## src/rtl/button_pkg.sv

```systemverilog
// Shared event codes, data word bit positions and defaults for the button event queue.
package button_pkg;

    localparam int NUM_BUTTONS             = 4;
    localparam int DEFAULT_DEBOUNCE_CYCLES = 500000;

    localparam int CODE_LSB     = 0;
    localparam int CODE_MSB     = 2;
    localparam int RELEASE_BIT  = 4;
    localparam int OVERFLOW_BIT = 8;

    typedef enum logic [2:0] {
        EV_NONE   = 3'd0,
        EV_RED    = 3'd1,
        EV_BLUE   = 3'd2,
        EV_GREEN  = 3'd3,
        EV_YELLOW = 3'd4
    } event_code_t;

    typedef struct packed {
        logic        rel;
        event_code_t code;
    } fifo_entry_t;

    // Button index 0..3 (red, blue, green, yellow) maps to codes 1..4.
    function automatic event_code_t code_of(input int idx);
        return event_code_t'(3'(idx + 1));
    endfunction

endpackage

```

## src/rtl/button_debounce.sv

```systemverilog
// Two-flop synchronizer plus stable-level debouncer with registered edge pulses.
// BUTTON_RELEASE_EVENT_EN adds the falling-edge output.
module button_debounce
    import button_pkg::*;
#(
    parameter int DEBOUNCE_CYCLES = DEFAULT_DEBOUNCE_CYCLES
) (
    input  logic clock,
    input  logic reset,
    input  logic raw_button,
`ifdef BUTTON_RELEASE_EVENT_EN
    output logic fall,
`endif
    output logic rise
);

    localparam int CW = (DEBOUNCE_CYCLES > 1) ? $clog2(DEBOUNCE_CYCLES) : 1;
    localparam logic [CW-1:0] LAST = CW'(DEBOUNCE_CYCLES - 1);

    logic [1:0]    sync_ff;
    logic          stable;
    logic [CW-1:0] cnt;
    logic          flip;

    assign flip = (sync_ff[1] != stable) && (cnt == LAST);

    always_ff @(posedge clock or negedge reset) begin
        if (!reset) begin
            sync_ff <= '0;
            stable  <= 1'b0;
            cnt     <= '0;
            rise    <= 1'b0;
        end else begin
            sync_ff <= {sync_ff[0], raw_button};
            rise    <= flip & sync_ff[1];
            if (sync_ff[1] == stable || flip) begin
                cnt <= '0;
            end else begin
                cnt <= cnt + 1'b1;
            end
            if (flip) begin
                stable <= sync_ff[1];
            end
        end
    end

`ifdef BUTTON_RELEASE_EVENT_EN
    always_ff @(posedge clock or negedge reset) begin
        if (!reset) begin
            fall <= 1'b0;
        end else begin
            fall <= flip & ~sync_ff[1];
        end
    end
`endif

endmodule

```

## src/rtl/button_event_fifo.sv

```systemverilog
// Debounced button press events queued for the address-7 read; pop on poll falling edge.
// BUTTON_RELEASE_EVENT_EN also queues release events (bit 4 set).
module button_event_fifo
    import button_pkg::*;
#(
    parameter int DEBOUNCE_CYCLES = DEFAULT_DEBOUNCE_CYCLES,
    parameter int FIFO_DEPTH      = 4
) (
    input  logic        clock,
    input  logic        reset,
    input  logic        red_button,
    input  logic        blue_button,
    input  logic        green_button,
    input  logic        yellow_button,
    input  logic        poll,
    output logic [31:0] data_out
);

    localparam int AW = $clog2(FIFO_DEPTH);

    logic [NUM_BUTTONS-1:0] raw;
    logic [NUM_BUTTONS-1:0] rise;
    logic [NUM_BUTTONS-1:0] press_pend;
    logic [NUM_BUTTONS-1:0] press_grant;
`ifdef BUTTON_RELEASE_EVENT_EN
    logic [NUM_BUTTONS-1:0] fall;
    logic [NUM_BUTTONS-1:0] rel_pend;
    logic [NUM_BUTTONS-1:0] rel_grant;
`endif

    logic        push_req;
    fifo_entry_t push_entry;
    logic [AW:0] wptr, rptr;
    fifo_entry_t mem [FIFO_DEPTH];
    fifo_entry_t head;
    logic        empty, full;
    logic        poll_q, do_pop, do_push;
    logic        overflow;

    assign raw = {yellow_button, green_button, blue_button, red_button};

    for (genvar i = 0; i < NUM_BUTTONS; i++) begin : g_btn
        button_debounce #(
            .DEBOUNCE_CYCLES(DEBOUNCE_CYCLES)
        ) u_db (
            .clock     (clock),
            .reset     (reset),
            .raw_button(raw[i]),
`ifdef BUTTON_RELEASE_EVENT_EN
            .fall      (fall[i]),
`endif
            .rise      (rise[i])
        );
    end

    // Scan lowest priority first so red, and press over release, win last.
    always_comb begin
        push_req    = 1'b0;
        push_entry  = '0;
        press_grant = '0;
`ifdef BUTTON_RELEASE_EVENT_EN
        rel_grant   = '0;
`endif
        for (int i = NUM_BUTTONS - 1; i >= 0; i--) begin
`ifdef BUTTON_RELEASE_EVENT_EN
            if (rel_pend[i]) begin
                push_req     = 1'b1;
                push_entry   = '{rel: 1'b1, code: code_of(i)};
                press_grant  = '0;
                rel_grant    = '0;
                rel_grant[i] = 1'b1;
            end
`endif
            if (press_pend[i]) begin
                push_req       = 1'b1;
                push_entry     = '{rel: 1'b0, code: code_of(i)};
                press_grant    = '0;
`ifdef BUTTON_RELEASE_EVENT_EN
                rel_grant      = '0;
`endif
                press_grant[i] = 1'b1;
            end
        end
    end

    assign empty   = (wptr == rptr);
    assign full    = (wptr[AW] != rptr[AW]) && (wptr[AW-1:0] == rptr[AW-1:0]);
    assign do_pop  = poll_q & ~poll & ~empty;
    assign do_push = push_req & (~full | do_pop);
    assign head    = mem[rptr[AW-1:0]];

    // A granted event leaves its pending flag even when dropped on overflow.
    always_ff @(posedge clock or negedge reset) begin
        if (!reset) begin
            press_pend <= '0;
`ifdef BUTTON_RELEASE_EVENT_EN
            rel_pend   <= '0;
`endif
            wptr       <= '0;
            rptr       <= '0;
            poll_q     <= 1'b0;
            overflow   <= 1'b0;
        end else begin
            press_pend <= (press_pend | rise) & ~press_grant;
`ifdef BUTTON_RELEASE_EVENT_EN
            rel_pend   <= (rel_pend | fall) & ~rel_grant;
`endif
            poll_q     <= poll;
            if (do_push) wptr <= wptr + 1'b1;
            if (do_pop)  rptr <= rptr + 1'b1;
            if (do_pop) begin
                overflow <= 1'b0;
            end else if (push_req && full) begin
                overflow <= 1'b1;
            end
        end
    end

    always_ff @(posedge clock) begin
        if (do_push) mem[wptr[AW-1:0]] <= push_entry;
    end

    always_comb begin
        data_out = '0;
        if (!empty) begin
            data_out[CODE_MSB:CODE_LSB] = head.code;
            data_out[RELEASE_BIT]       = head.rel;
        end
        data_out[OVERFLOW_BIT] = overflow;
    end

endmodule

```

## config.mk

```make
export PLATFORM = sky130hd
export DESIGN_NAME = button_event_fifo
export DESIGN_NICKNAME = d
export VERILOG_FILES = /design/src/rtl/button_pkg.sv /design/src/rtl/button_debounce.sv /design/src/rtl/button_event_fifo.sv
export SDC_FILE = /design/constraint.sdc
export NUM_CORES = 1
export LEC_CHECK = 0
export ABC_AREA = 1
export BUFFER_PORTS_ARGS = -buffer_cell sky130_fd_sc_hd__buf_2
export CORE_AREA = 2 2 148 150
export DETAILED_ROUTE_END_ITERATION = 8
export DIE_AREA = 0 0 150 152
export HOLD_SLACK_MARGIN = 0.08
export SLEW_MARGIN = 5
export SYNTH_ARGS = -nofsm -noshare
export SYNTH_HDL_FRONTEND = slang
export SYNTH_HIERARCHICAL = 1
export SYNTH_SLANG_ARGS = --single-unit
```

## constraint.sdc

```tcl
create_clock -name clock -period 1.55 [get_ports clock]
set_clock_uncertainty 0.1 [all_clocks]
set_input_delay 0.2325 -clock clock [delete_from_list [all_inputs] [get_ports clock]]
set_output_delay 0.2325 -clock clock [all_outputs]
set_load 0.03 [all_outputs]
```

# Word level (Yosys, flattened, before mapping)
# Memory sizes are Yosys's and may differ from the RTL's.
# Index checks and enable logic that the tools add are counted.
# Widths: inputs -> output; s select.
# word_totals
wordCells	90
n_memories	1
ram_bits	16
ff_bits	104
input_bits	7
# classes
reduce_logical	11
eq_ne	15
mux	22
bitwise_logic	14
addsub	6
# mem_list
memory	words	word_bits	read_ports	rd_ports_with_merged_regs	wr	line	rtl
mem	4	4	1	0	1	button_event_fifo.sv:34	fifo_entry_t mem [FIFO_DEPTH];
# ops
op	count
$add 19x1->19 const B	4
$eq 19x19->1 const B	4
$mux 19	4
$mux 4	7
$mux 1	9
$and 1x1->1	7
$add 3x1->3 const B	2
$logic_and 1x1->1	6
$mux 3	2
$ne 1x1->1	5
$and 4x4->4	1
$eq 1x1->1	4
$logic_or 1x1->1	4
$not 4->4	1
$or 4x4->4	1
$eq 3x3->1	1
$not 1->1	3
$eq 2x2->1	1
$reduce_bool 2->1	1
$or 1x1->1	1

# Depth between registers and ports, before layout
# Gate-level depths: netlist of run 1.
# logic_depth
word_depth	7
depth_mapped	9

# Modules after synthesis
# Netlist of run 1, hierarchy kept.
# by_module_without_submodules
module	seq_area_each_um2	cells_each	instances	area_each_um2
button_debounce	575.6	152	4	1211.2
button_event_fifo	660.6	155	1	1411.4

# Least setup slack after synthesis of run 1
# No wires, ideal clock.
# synth_timing
kind	register to register
startpoint	register rptr[0]
endpoint	memory mem[0][0] (netlist name), enable pin
arrival_ns	1.029
setup_slack_ns	0.102
period_less_slack_ns	1.448
path_buffers	1
t_required_ns	1.131
path_stages_with_launch	7
cell_sequence	dfrtp_1 buf_6 nand2_1 nand2_2 nand4_2 nand2_4 nor2_1
# synth_via
elab_chain_len	7
elab_cells_between_ends	10
cone_classes	eq/ne (2); mux (2); bitwise (5); reduce/logical (1)
# synth_rtl
item	line	rtl
start: declaration	button_event_fifo.sv:33	logic [AW:0] wptr, rptr;
start signal: assignment	button_event_fifo.sv:110	if (do_pop) rptr <= rptr + 1'b1;
$eq 3x3->1 / $eq 2x2->1 (equally long branches)	button_event_fifo.sv:86, button_event_fifo.sv:87	
$not 1->1 / $logic_and 1x1->1 (equally long branches)	button_event_fifo.sv:88, button_event_fifo.sv:87	
$and 1x1->1 / $not 1->1 (equally long branches)	button_event_fifo.sv:88, button_event_fifo.sv:89	
$or 1x1->1 (*)	button_event_fifo.sv:89	assign do_push = push_req & (~full | do_pop);
$and 1x1->1 (*)	button_event_fifo.sv:89	
$mux 1 (*)	button_event_fifo.sv:120	if (do_push) mem[wptr[AW-1:0]] <= push_entry;
$mux 1 (not written as such) (*)	button_event_fifo.sv:120	
end: declaration	button_event_fifo.sv:34	
# Mark *: on every way between the ends. The rest lies on a longest branch, timed or not.

# Final worst setup path of run 1
# layout_timing
startpoint	register rptr[0]
endpoint	output port data_out[0]
# layout_via
elab_chain_len	2
elab_cells_between_ends	3
cone_classes	eq/ne (1); mux (1); memory (1)
# layout_rtl
item	line	rtl
$mem_v2 4x4 / $eq 3x3->1 (equally long branches)	n/a	
$mux 3 (*)	button_event_fifo.sv:125	if (!empty) begin
end: declaration	button_event_fifo.sv:16	output logic [31:0] data_out
# Marks and branches as above.

==> results of run 1 <==
-- repair_timing --
item | CTS | global route
cloned | 0 | 4
endpoints found under the setup margin | 15 | 92
gates resized for setup | 38 | 120
endpoints found under the hold margin | 109 | 0
buffers inserted | 6 | 15
pin swaps | 11 | 49
hold buffers | 6 | 0
-- power by group through the flow --
stage               sequential (W)  clock [W]  combinational, W
floorplan                  0.00318          0          0.000253
global placement           0.00319          0          0.000287
detailed placement         0.00319          0          0.000288
CTS                        0.00313    0.00366          0.000301
global route               0.00314    0.00385          0.000413
finish                     0.00314    0.00356          0.000371
-- critical path, delay by kind of cell (launching register included) --
family,cells,cell delay (ns)
AOI/OAI and AO/OA,2,0.15
buffers and inverters,3,0.31
DFF,1,0.40
and+or+nand+nor,3,0.21
-- sequential cells by signal (all words and copies together) (netlist names) --
signal,flops
g_btn.u_db/cnt,76
mem,12
g_btn.u_db/sync_ff,8
g_btn.u_db/rise,4
g_btn.u_db/stable,4
press_pend,4
rptr,3
wptr,3
overflow,1
poll_q,1
-- cells by family after synthesis --
family,after synthesis,synth area share (%)
other,1,0.0599
flip-flops,116,47.4
buffers and inverters,125,10.3
AO/OA/AOI/OAI,42,3.60
XOR/XNOR,43,6.62
adder cells (fa/ha/maj),9,1.80
AND/OR/NAND/NOR,427,30.2
-- per-stage QoR --
step                setup TNS [ns]  hold WS (ns)
floorplan                        0        -0.163
global placement                 0        0.0102
detailed placement          -0.514       0.00782
CTS                         -0.888         0.108
global route                 -7.80         0.131
finish                       -1.49         0.114
-- layer usage --
metal	vias to the layer above	global-route usage [%]
li1	2468	-
met1	2250	13.9
met2	64	17.6
met3	15	3.42
met4	0	4.18
met5	-	0
-- cell usage in the layout (no fill, tap or decap), types with 4 or more instances in the layout --
| cell | netlist | routed |
|---|---|---|
| sky130_fd_sc_hd__clkinv_2 | 0 | 4 |
| sky130_fd_sc_hd__o21ai_1 | 0 | 8 |
| sky130_fd_sc_hd__o21bai_1 | 4 | 4 |
| sky130_fd_sc_hd__o21ai_0 | 24 | 15 |
| sky130_fd_sc_hd__nand2_2 | 6 | 12 |
| sky130_fd_sc_hd__nand2_8 | 0 | 9 |
| sky130_fd_sc_hd__clkbuf_16 | 0 | 18 |
| sky130_fd_sc_hd__a21oi_1 | 12 | 12 |
| sky130_fd_sc_hd__nor2_4 | 8 | 29 |
| sky130_fd_sc_hd__inv_1 | 88 | 87 |
| sky130_fd_sc_hd__nand3b_1 | 5 | 5 |
| sky130_fd_sc_hd__nor2_1 | 156 | 95 |
| sky130_fd_sc_hd__nand3_1 | 64 | 53 |
| sky130_fd_sc_hd__nand2_1 | 160 | 151 |
| sky130_fd_sc_hd__nor2_2 | 8 | 48 |
| sky130_fd_sc_hd__nand3_4 | 0 | 5 |
| sky130_fd_sc_hd__dlygate4sd3_1 | 0 | 6 |
| sky130_fd_sc_hd__clkbuf_1 | 0 | 4 |
| sky130_fd_sc_hd__edfxtp_1 | 12 | 12 |
| sky130_fd_sc_hd__nand4_1 | 5 | 5 |
| sky130_fd_sc_hd__buf_2 | 0 | 7 |
| sky130_fd_sc_hd__buf_6 | 2 | 8 |
| sky130_fd_sc_hd__ha_1 | 9 | 5 |
| sky130_fd_sc_hd__dfrtp_1 | 104 | 101 |
| sky130_fd_sc_hd__xor2_1 | 21 | 20 |
| sky130_fd_sc_hd__xor2_2 | 4 | 5 |
| sky130_fd_sc_hd__nand3_2 | 5 | 11 |
| sky130_fd_sc_hd__ha_2 | 0 | 4 |
| sky130_fd_sc_hd__nor3_1 | 4 | 4 |
| sky130_fd_sc_hd__buf_4 | 29 | 29 |
| sky130_fd_sc_hd__xnor2_1 | 17 | 14 |
| sky130_fd_sc_hd__conb_1 | 1 | 28 |
-- cell usage after synthesis (all sizes together) --
| master | instances | area, µm² |
|---|---|---|
| nand3 | 69 | 370 |
| buf | 35 | 300 |
| xnor2 | 18 | 165 |
| nand4 | 6 | 43.8 |
| ha | 9 | 113 |
| nor3 | 4 | 20.0 |
| a21oi | 13 | 68.8 |
| o21bai | 4 | 30.0 |
| edfxtp | 12 | 360 |
| xor2 | 25 | 249 |
| nor2 | 172 | 726 |
| inv | 90 | 345 |
| conb | 1 | 3.75 |
| o22ai | 1 | 6.26 |
| o21ai | 24 | 120 |
| nand3b | 5 | 37.5 |
| dfrtp | 104 | 2600 |
| nand2 | 171 | 694 |
-- final cells by class --
type	instances	area, µm²	area share, %
multi-input combinational	553	3320	41.6
tap	280	350	4.38
sequential	116	2970	37.1
clock buffer	24	493	6.17
clock inverter	8	51.3	0.642
timing repair buffer	53	463	5.79
inverter	90	345	4.32
-- worst max-delay path by stage --
| stage | from | endpoint | slack (ns) |
|---|---|---|---|
| after global placement | rptr[0] | mem[3][1] | 0.01 |
| after global routing | rptr[0] | data_out[1] | -0.37 |
| after detailed placement | rptr[0] | mem[0][1] | -0.04 |
| after CTS | rptr[1] | data_out[1] | -0.28 |
| after floorplan | rptr[0] | mem[0][0] | 0.10 |
| final | rptr[0] | data_out[0] | -0.26 |
==> flow_summary.yaml, run 1 <==
clock_tree:
  clock_tree.buffer_depth: 2
  cts_tree: "done"
  path_clk_slew_ns: 0.06
  insertion_delay_ns: 0.41
  clock_tree.htree_level_count: 4
  cts.root.buffer_cell: "sky130_fd_sc_hd__clkbuf_16"
  cts-buffers-inserted: 17
  clock_sink_count: 116
logic_synthesis:
  netlist_instances: 763
  post_syn_area_per_cell_um2: 8.20
  post_synth_instance_area_um2: 6260
  ys_seq_elements: 116
  sequential_to_total_area_share_from_yosys_stat_pct: 47.4
  synthesis.yosys.warnings: 6
  number_of_distinct_library_cell_variants_in_the_gate_level_netlist_after_synthesis: 31
power:
  leakagePower_nw: 3.49
  worst_vdd_drop_uv: 747
  proportion_of_power_drawn_by_flip_flops_and_latches_pct: 44.4
  power.switching_w: 0.00165
  power.clock.fraction_pct: 50.4
  power.total_w: 0.00707
  switching_share_pct: 23.4
  internal-power_w: 0.00542
  power_per_cell_area_nw_per_um2: 884
  p_comb_share_pct: 5.2
placement:
  place_hpwl_um: 7960
  io_buffer_count: 10
  routabilityCongestion: 0.808
  place.detailed.instances: 1061
  postPlaceCellArea_um2: 6610
  placement.setup.worst_slack_ns: -0.0442
grt:
  largest_net_degree_at_the_start_of_global_routing: 56
  first_global_vias: 4535
  grt_antenna_before_repair: 0
  grt_overflow: 0
  grt_pass1_wl_um: 20500
  grt_use_total_pct: 11.0
worst_setup_path:
  crit_fanout: 5
  crit_path_end_kind: "primary output"
  ff2ff_path_depth: 7
  cells_along_the_critical_path: "buf_6 > nor2_1 > nor2_1 > o21ai_0 > o21ai_1 > nand2_1 > inv_1 > buf_6"
  crit-reg2reg-capture: "g_btn[3].u_db/cnt[11]"
  critical_path.reg2reg.startpoint: "g_btn[3].u_db/cnt[0]"
  critical_path.max_stage_delay_ns: 0.40
  path_class: "flop to primary output"
  critical_path_arrival_ns: 1.48
  r2r_slack_ns: -0.07
  cp-start-kind: "flop"
  crit_slowest_cell: "sky130_fd_sc_hd__dfrtp_2"
  required_ns: 1.22
drt:
  drc_errors: 0
  route.detailed.vias_per_inst: 4.27
  routed-wl-met2_um: 6090
  final_antenna_net_count: 0
  totalWireLength_um: 12500
  via_count: 4797
  drt_iter0_drc: 297
  wl_per_cell_um: 11.1
  firstDrtPassIters: 4
  top_signal_layer_used: "met4"
  met3RoutedLength_um: 383
  routed_length_on_met1_um: 5800
sta:
  timing_worst_slew_pin_value_ns: 0.674
  period_share_pct: 117
  rsz0062_at_grt: "true"
  timing.final.max_slew_violations: 0
  achievable-frequency_ghz: 0.552
  finalWorstPathRequiredPeriod_ns: 1.81
  setup_viol_count_final: 40
  post-route-worst-setup-slack_ns: -0.261
  worst_slew_margin_rel_pct: 55.0
  final_hold_viol_count: 0
min_path:
  hp-class: "primary input to async pin"
final_layout:
  design.final.nets: 847
  design_area_um2: 7990
  num-fill-cells: 2129
  final_core_area_utilization_pct: 37.4
  n_antenna_cell: 0
  post_route_cells_drive_above_1_share_pct: 25.4
  synth_to_final_area_change_pct: 27.8
  filler_free_cell_count_of_the_finished_design: 1124
floorplanning:
  die_x_um: 150
  floorplan.initialDensity_pct: 29.3
  die_area_um2: 22800
  count_of_boundary_i_o_pins: 39
  rows: 54
  core_region_area_um2: 21400
  die_h_um: 152
status:
  outcome: "finished with violations"
  violations_in_the_final_reports: "setup timing"
run:
  cap_viol_max_count: 0
Note: power is estimated with default switching activity, not from simulation.
==> inputs of run 2 (changes only) <==
- SYNTH_HIERARCHICAL: 1 -> unset
==> flow_summary.yaml, run 2 <==
clock_tree:
  clock_tree.htree_level_count: 4
  cts_tree: "done"
  insertion_delay_ns: 0.42
  path_clk_slew_ns: 0.05
  clock_tree.buffer_depth: 2
  clock_sink_count: 116
  cts-buffers-inserted: 17
  cts.root.buffer_cell: "sky130_fd_sc_hd__clkbuf_16"
worst_setup_path:
  critical_path.max_stage_delay_ns: 0.47
  crit_slowest_cell: "sky130_fd_sc_hd__dfrtp_2"
  critical_path_arrival_ns: 1.51
  crit_fanout: 8
  cp-start-kind: "flop"
  cp_num_buf_inv: 2
  cells_along_the_critical_path: "xnor2_2 > nand3_2 > nand2_1 > inv_1 > buf_6"
  cp_top_family: "flip-flops"
  crit_path_end_kind: "primary output"
  path_class: "flop to primary output"
  required_ns: 1.22
final_layout:
  mostFrequentLayoutCell: "sky130_fd_sc_hd__nor2_1"
  design.final.nets: 856
  final_core_area_utilization_pct: 36.4
  num-fill-cells: 2173
  regMostFlops: "g_btn.u_db.cnt"
  synth_to_final_area_change_pct: 23.2
  multi_input_area_um2: 3200
  post_route_cells_drive_above_1_share_pct: 19.7
  largest_reg_flops: 76
  filler_free_cell_count_of_the_finished_design: 1133
  area.sequential_um2: 2980
  n_antenna_cell: 0
  commonest_cells_after_routing_fill_and_taps_aside: "sky130_fd_sc_hd__nor2_1, sky130_fd_sc_hd__nand2_1, sky130_fd_sc_hd__dfrtp_1"
floorplanning:
  core_region_area_um2: 21400
  die_h_um: 152
  count_of_boundary_i_o_pins: 39
  die_area_um2: 22800
  floorplan.initialDensity_pct: 29.5
  die_x_um: 150
  rows: 54
grt:
  grt_use_total_pct: 11.7
  grt_antenna_before_repair: 0
  largest_net_degree_at_the_start_of_global_routing: 27
  first_global_vias: 4822
  grt_overflow: 0
  grt_pass1_wl_um: 21900
run:
  cap_viol_max_count: 0
logic_synthesis:
  synth_largest_area_cell: "sky130_fd_sc_hd__dfrtp_1"
  ys.flop_type: "sky130_fd_sc_hd__dfrtp_1"
  post_syn_area_per_cell_um2: 8.09
  post-synth-top-count-cell: "sky130_fd_sc_hd__nor2_1"
  number_of_enable_flip_flop_cells_after_synthesis: 12
  synthesis.yosys.warnings: 0
  synth_top_area_share_pct: 41.3
  netlist_instances: 779
  sequential_to_total_area_share_from_yosys_stat_pct: 47.0
  post_synth_instance_area_um2: 6300
  synth.top_cells.by_area: "sky130_fd_sc_hd__dfrtp_1, sky130_fd_sc_hd__nor2_1, sky130_fd_sc_hd__nand2_1"
  top_cells_by_instance_count_after_synthesis: "sky130_fd_sc_hd__nor2_1, sky130_fd_sc_hd__nand2_1, sky130_fd_sc_hd__dfrtp_1"
  ys_seq_elements: 116
  number_of_distinct_library_cell_variants_in_the_gate_level_netlist_after_synthesis: 37
  async_flop_share_pct: 89.7
power:
  power_per_cell_area_nw_per_um2: 1040
  leakagePower_nw: 3.36
  power.total_w: 0.00807
  worst_vdd_drop_uv: 454
drt:
  firstDrtPassIters: 4
  final_antenna_net_count: 0
  via_count: 4944
  drt_iter0_drc: 320
  drc_errors: 0
  wl_per_cell_um: 11.3
  totalWireLength_um: 12800
  route.detailed.vias_per_inst: 4.36
sta:
  final_hold_viol_count: 0
  achievable-frequency_ghz: 0.544
  fin_tns_setup_ns: -1.49
  timing.final.max_slew_violations: 0
  setup_viol_count_final: 18
  worst_slew_margin_rel_pct: 61.2
  rsz0062_at_grt: "true"
  post-route-worst-setup-slack_ns: -0.289
  period_share_pct: 119
  finalWorstPathRequiredPeriod_ns: 1.84
  timing_worst_slew_pin_value_ns: 0.582
placement:
  place.detailed.instances: 1076
  routabilityCongestion: 0.831
  place_hpwl_um: 8570
  io_buffer_count: 10
status:
  outcome: "finished with violations"
  violations_in_the_final_reports: "setup timing"
min_path:
  hp-class: "primary input to flop"
run 2: cell count changes in the layout (fill, tap and decap cells not counted), sizes merged, moves of 8 or more:
cell / change
a21oi: -10
nand4: +10
nand3: -13
xor2: +11
nand2: +13
nor2: +13
buf: -9
inv: -13
o21ai: -8
nor3: +10
run 2: cell families after synthesis:
group,Yosys count,share of synthesized area [%]
xor gates and xnor gates,51,7.33
adders and majority gates,9,1.79
other,1,0.0595
AOI/OAI and AO/OA,30,2.78
and+or+nand+nor,459,31.9
buffers and inverters,113,9.13
DFF,116,47.0
run 2: worst paths after layout:
path                                          startpoint                       end  slack [ns]  cells past startpoint
worst max-delay path                             rptr[1]               data_out[0]       -0.29                      5
worst min-delay path                                poll                   rptr[1]        0.15                      5
worst max register to register                   rptr[1]                 mem[0][2]       -0.05                      5
worst min register to register  g_btn[1].u_db.sync_ff[0]  g_btn[1].u_db.sync_ff[1]        0.25                      0
max in group asynchronous                          reset      g_btn[1].u_db.cnt[8]        0.62                      3
min in group asynchronous                          reset                    poll_q        0.19                      2
run 2: per-layer routing:
layer | vias up | wire [µm] | part of all wire, % | global-route usage [%]
met5 | - | 0 | 0 | 0
met4 | 0 | 229 | 1.8 | 4.40
met3 | 21 | 470 | 3.7 | 3.24
met2 | 94 | 6190 | 48 | 18.8
met1 | 2302 | 5920 | 46 | 15.1
li1 | 2527 | - | - | -
run 2: worst min-delay path, stage by stage:
cell	delay, ns
sky130_fd_sc_hd__buf_2	0.08
sky130_fd_sc_hd__or2_2	0.12
sky130_fd_sc_hd__inv_1	0.06
sky130_fd_sc_hd__nand3_1	0.08
sky130_fd_sc_hd__nand2_1	0.05
run 2: metrics by stage:
stage	instance area [µm²]	worst slack [ns]	hold slack, ns
after global routing	7760	-0.398	0.198
after floorplan	6400	0.0228	-0.163
after detailed placement	6680	-0.0218	0.0959
after global placement	6680	0.0145	0.0968
final	7760	-0.289	0.151
after CTS	7400	-0.330	0.151
run 2: power by group:
group / total (W) / internal (W) / switching [W]
logic: 0.00113 / 0.000497 / 0.000638
registers: 0.00328 / 0.00315 / 0.000127
clock network: 0.00366 / 0.00231 / 0.00135
total: 0.00807 / 0.00596 / 0.00211
run 2: cell type report:
type | count | share of cell area, %
Multi-Input combinational cell | 584 | 41.2
Sequential cell | 116 | 38.4
Clock buffer | 23 | 6.16
Timing Repair Buffer | 44 | 4.98
Tap cell | 280 | 4.51
Inverter | 77 | 3.75
Clock inverter | 9 | 1.03
run 2: what timing repair did:
action / in CTS / in global routing
setup buffers: 6 / 9
resized for setup: 23 / 70
hold endpoints to repair: 109 / 0
endpoints found under the setup margin: 28 / 94
pin swaps: 7 / 21
cloned: 0 / 7
hold buffers: 6 / 0
==> inputs of run 3 (changes only) <==
- SETUP_SLACK_MARGIN: unset -> 0.2
- SYNTH_HIERARCHICAL: unset -> 1
==> flow_summary.yaml, run 3 (synthesis gave the netlist of run 1 again) <==
power:
  worst_vdd_drop_uv: 418
  leakagePower_nw: 3.73
  power.total_w: 0.00767
  power_per_cell_area_nw_per_um2: 881
floorplanning:
  die_h_um: 152
  die_area_um2: 22800
  count_of_boundary_i_o_pins: 39
  rows: 54
  die_x_um: 150
  core_region_area_um2: 21400
  floorplan.initialDensity_pct: 29.3
worst_setup_path:
  crit_fanout: 8
  required_ns: 1.22
  critical_path_arrival_ns: 1.49
  cells_along_the_critical_path: "xnor2_4 > nand3_4 > nand2_1 > inv_1 > buf_6"
  critical_path.max_stage_delay_ns: 0.48
  ff2ff_path_depth: 6
  path_class: "flop to primary output"
  crit_path_end_kind: "primary output"
  critical_path.reg2reg.startpoint: "g_btn[0].u_db/cnt[0]"
  cp-start-kind: "flop"
  r2r_slack_ns: -0.01
  crit_slowest_cell: "sky130_fd_sc_hd__dfrtp_2"
  crit-reg2reg-capture: "g_btn[0].u_db/cnt[9]"
clock_tree:
  insertion_delay_ns: 0.41
  cts_tree: "done"
  clock_sink_count: 116
  clock_tree.htree_level_count: 4
  clock_tree.buffer_depth: 2
  cts-buffers-inserted: 17
  path_clk_slew_ns: 0.05
  cts.root.buffer_cell: "sky130_fd_sc_hd__clkbuf_16"
grt:
  grt_antenna_before_repair: 0
  first_global_vias: 4646
  grt_overflow: 0
  grt_use_total_pct: 11.8
  grt_pass1_wl_um: 21700
  largest_net_degree_at_the_start_of_global_routing: 30
run:
  cap_viol_max_count: 0
drt:
  wl_per_cell_um: 11.3
  firstDrtPassIters: 5
  via_count: 4953
  totalWireLength_um: 12900
  drc_errors: 0
  route.detailed.vias_per_inst: 4.33
  drt_iter0_drc: 236
  final_antenna_net_count: 0
placement:
  place_hpwl_um: 8320
  placement.setup.worst_slack_ns: 0.00994
  io_buffer_count: 10
  place.detailed.instances: 1067
  routabilityCongestion: 0.793
  postPlaceCellArea_um2: 6800
final_layout:
  post_route_cells_drive_above_1_share_pct: 35.9
  design_area_um2: 8700
  synth_to_final_area_change_pct: 39.1
  mostFrequentLayoutCell: "sky130_fd_sc_hd__nand2_1"
  largest_reg_flops: 76
  filler_free_cell_count_of_the_finished_design: 1143
  n_antenna_cell: 0
  design.final.nets: 866
  regMostFlops: "g_btn.u_db/cnt"
  num-fill-cells: 2057
  commonest_cells_after_routing_fill_and_taps_aside: "sky130_fd_sc_hd__nand2_1, sky130_fd_sc_hd__dfrtp_1, sky130_fd_sc_hd__inv_1"
sta:
  post-route-worst-setup-slack_ns: -0.276
  finalWorstPathRequiredPeriod_ns: 1.83
  period_share_pct: 118
  final_hold_viol_count: 0
  setup_viol_count_final: 11
  timing.final.max_slew_violations: 0
  achievable-frequency_ghz: 0.548
  rsz0062_at_grt: "true"
min_path:
  hp-class: "primary input to async pin"
status:
  violations_in_the_final_reports: "setup timing"
  outcome: "finished with violations"
-- run 3: changes by cell type in the layout (fill, tap and decap cells not counted), sizes merged, moves of 5 or more --
cell | previous run | this run
buf | 38 | 66
inv | 77 | 92
nand2 | 188 | 175
nand3 | 56 | 69
nor2 | 185 | 172
xor2 | 36 | 25
a21oi | 3 | 13
nand4 | 16 | 6
nor3 | 14 | 4
o21ai | 16 | 24
clkbuf | 23 | 18
-- run 3: metal layers --
layer	part of all wire, %	wire [µm]	vias to the layer above	global-route usage, %
li1	-	-	2497	-
met1	46	5890	2367	15.2
met2	50	6440	77	18.8
met3	3.0	382	12	3.18
met4	1.3	170	0	4.13
met5	0	0	-	0
-- run 3: how the worst max path moves through the flow --
stage                               startpoint               endpoint  slack, ns  cells after the start
after global placement                 rptr[0]            data_out[2]       0.04                      6
after detailed placement               rptr[0]            data_out[2]       0.01                      7
after global routing                   rptr[0]            data_out[2]      -0.36                      7
final                                  rptr[1]            data_out[2]      -0.28                      5
after CTS                              rptr[0]            data_out[2]      -0.26                      6
after floorplan           g_btn[0].u_db/cnt[0]  g_btn[0].u_db/cnt[14]       0.15                      8
-- run 3: layout make-up --
cell class | instances | area, µm² | share of cell area, %
well taps | 280 | 350 | 4.03
inverters | 90 | 350 | 4.03
flip-flops and latches | 116 | 2970 | 34.2
repair buffers | 72 | 638 | 7.33
multi-input cells | 553 | 3770 | 43.4
clock buffers | 18 | 429 | 4.93
clock inverters | 14 | 184 | 2.11
-- run 3: metrics by stage --
stage          hold WS [ns]  utilization, %  setup TNS, ns
2_1_floorplan        -0.163               -              0
5_1_grt               0.227            40.8          -3.03
4_1_cts               0.196            38.7         -0.780
6_report              0.192            40.8         -0.836
3_3_place_gp         0.0970            31.9              0
3_5_place_dp         0.0987            31.9              0
-- run 3: repair_timing --
| action | in CTS | in global routing |
|---|---|---|
| cloned | 4 | 0 |
| gates resized for setup | 140 | 111 |
| buffers inserted | 27 | 7 |
| hold endpoints to repair | 109 | 0 |
| hold buffers | 6 | 0 |
| setup endpoints to repair | 100 | 106 |
| pin swaps | 83 | 46 |
-- run 3: critical path: cells and delay by family, from the launching register on --
family	cells	cell delay, ns
flip-flops	1	0.48
XOR/XNOR	1	0.23
AND/OR/NAND/NOR	2	0.20
buffers and inverters	2	0.17
-- run 3: where the power goes --
part	switching (W)	total, W	leakage [nW]	internal, W
Sequential	0.0000419	0.00315	1.54	0.00311
Combinational	0.000303	0.000438	1.89	0.000135
Clock	0.00140	0.00408	0.300	0.00268
Total	0.00175	0.00767	3.73	0.00592
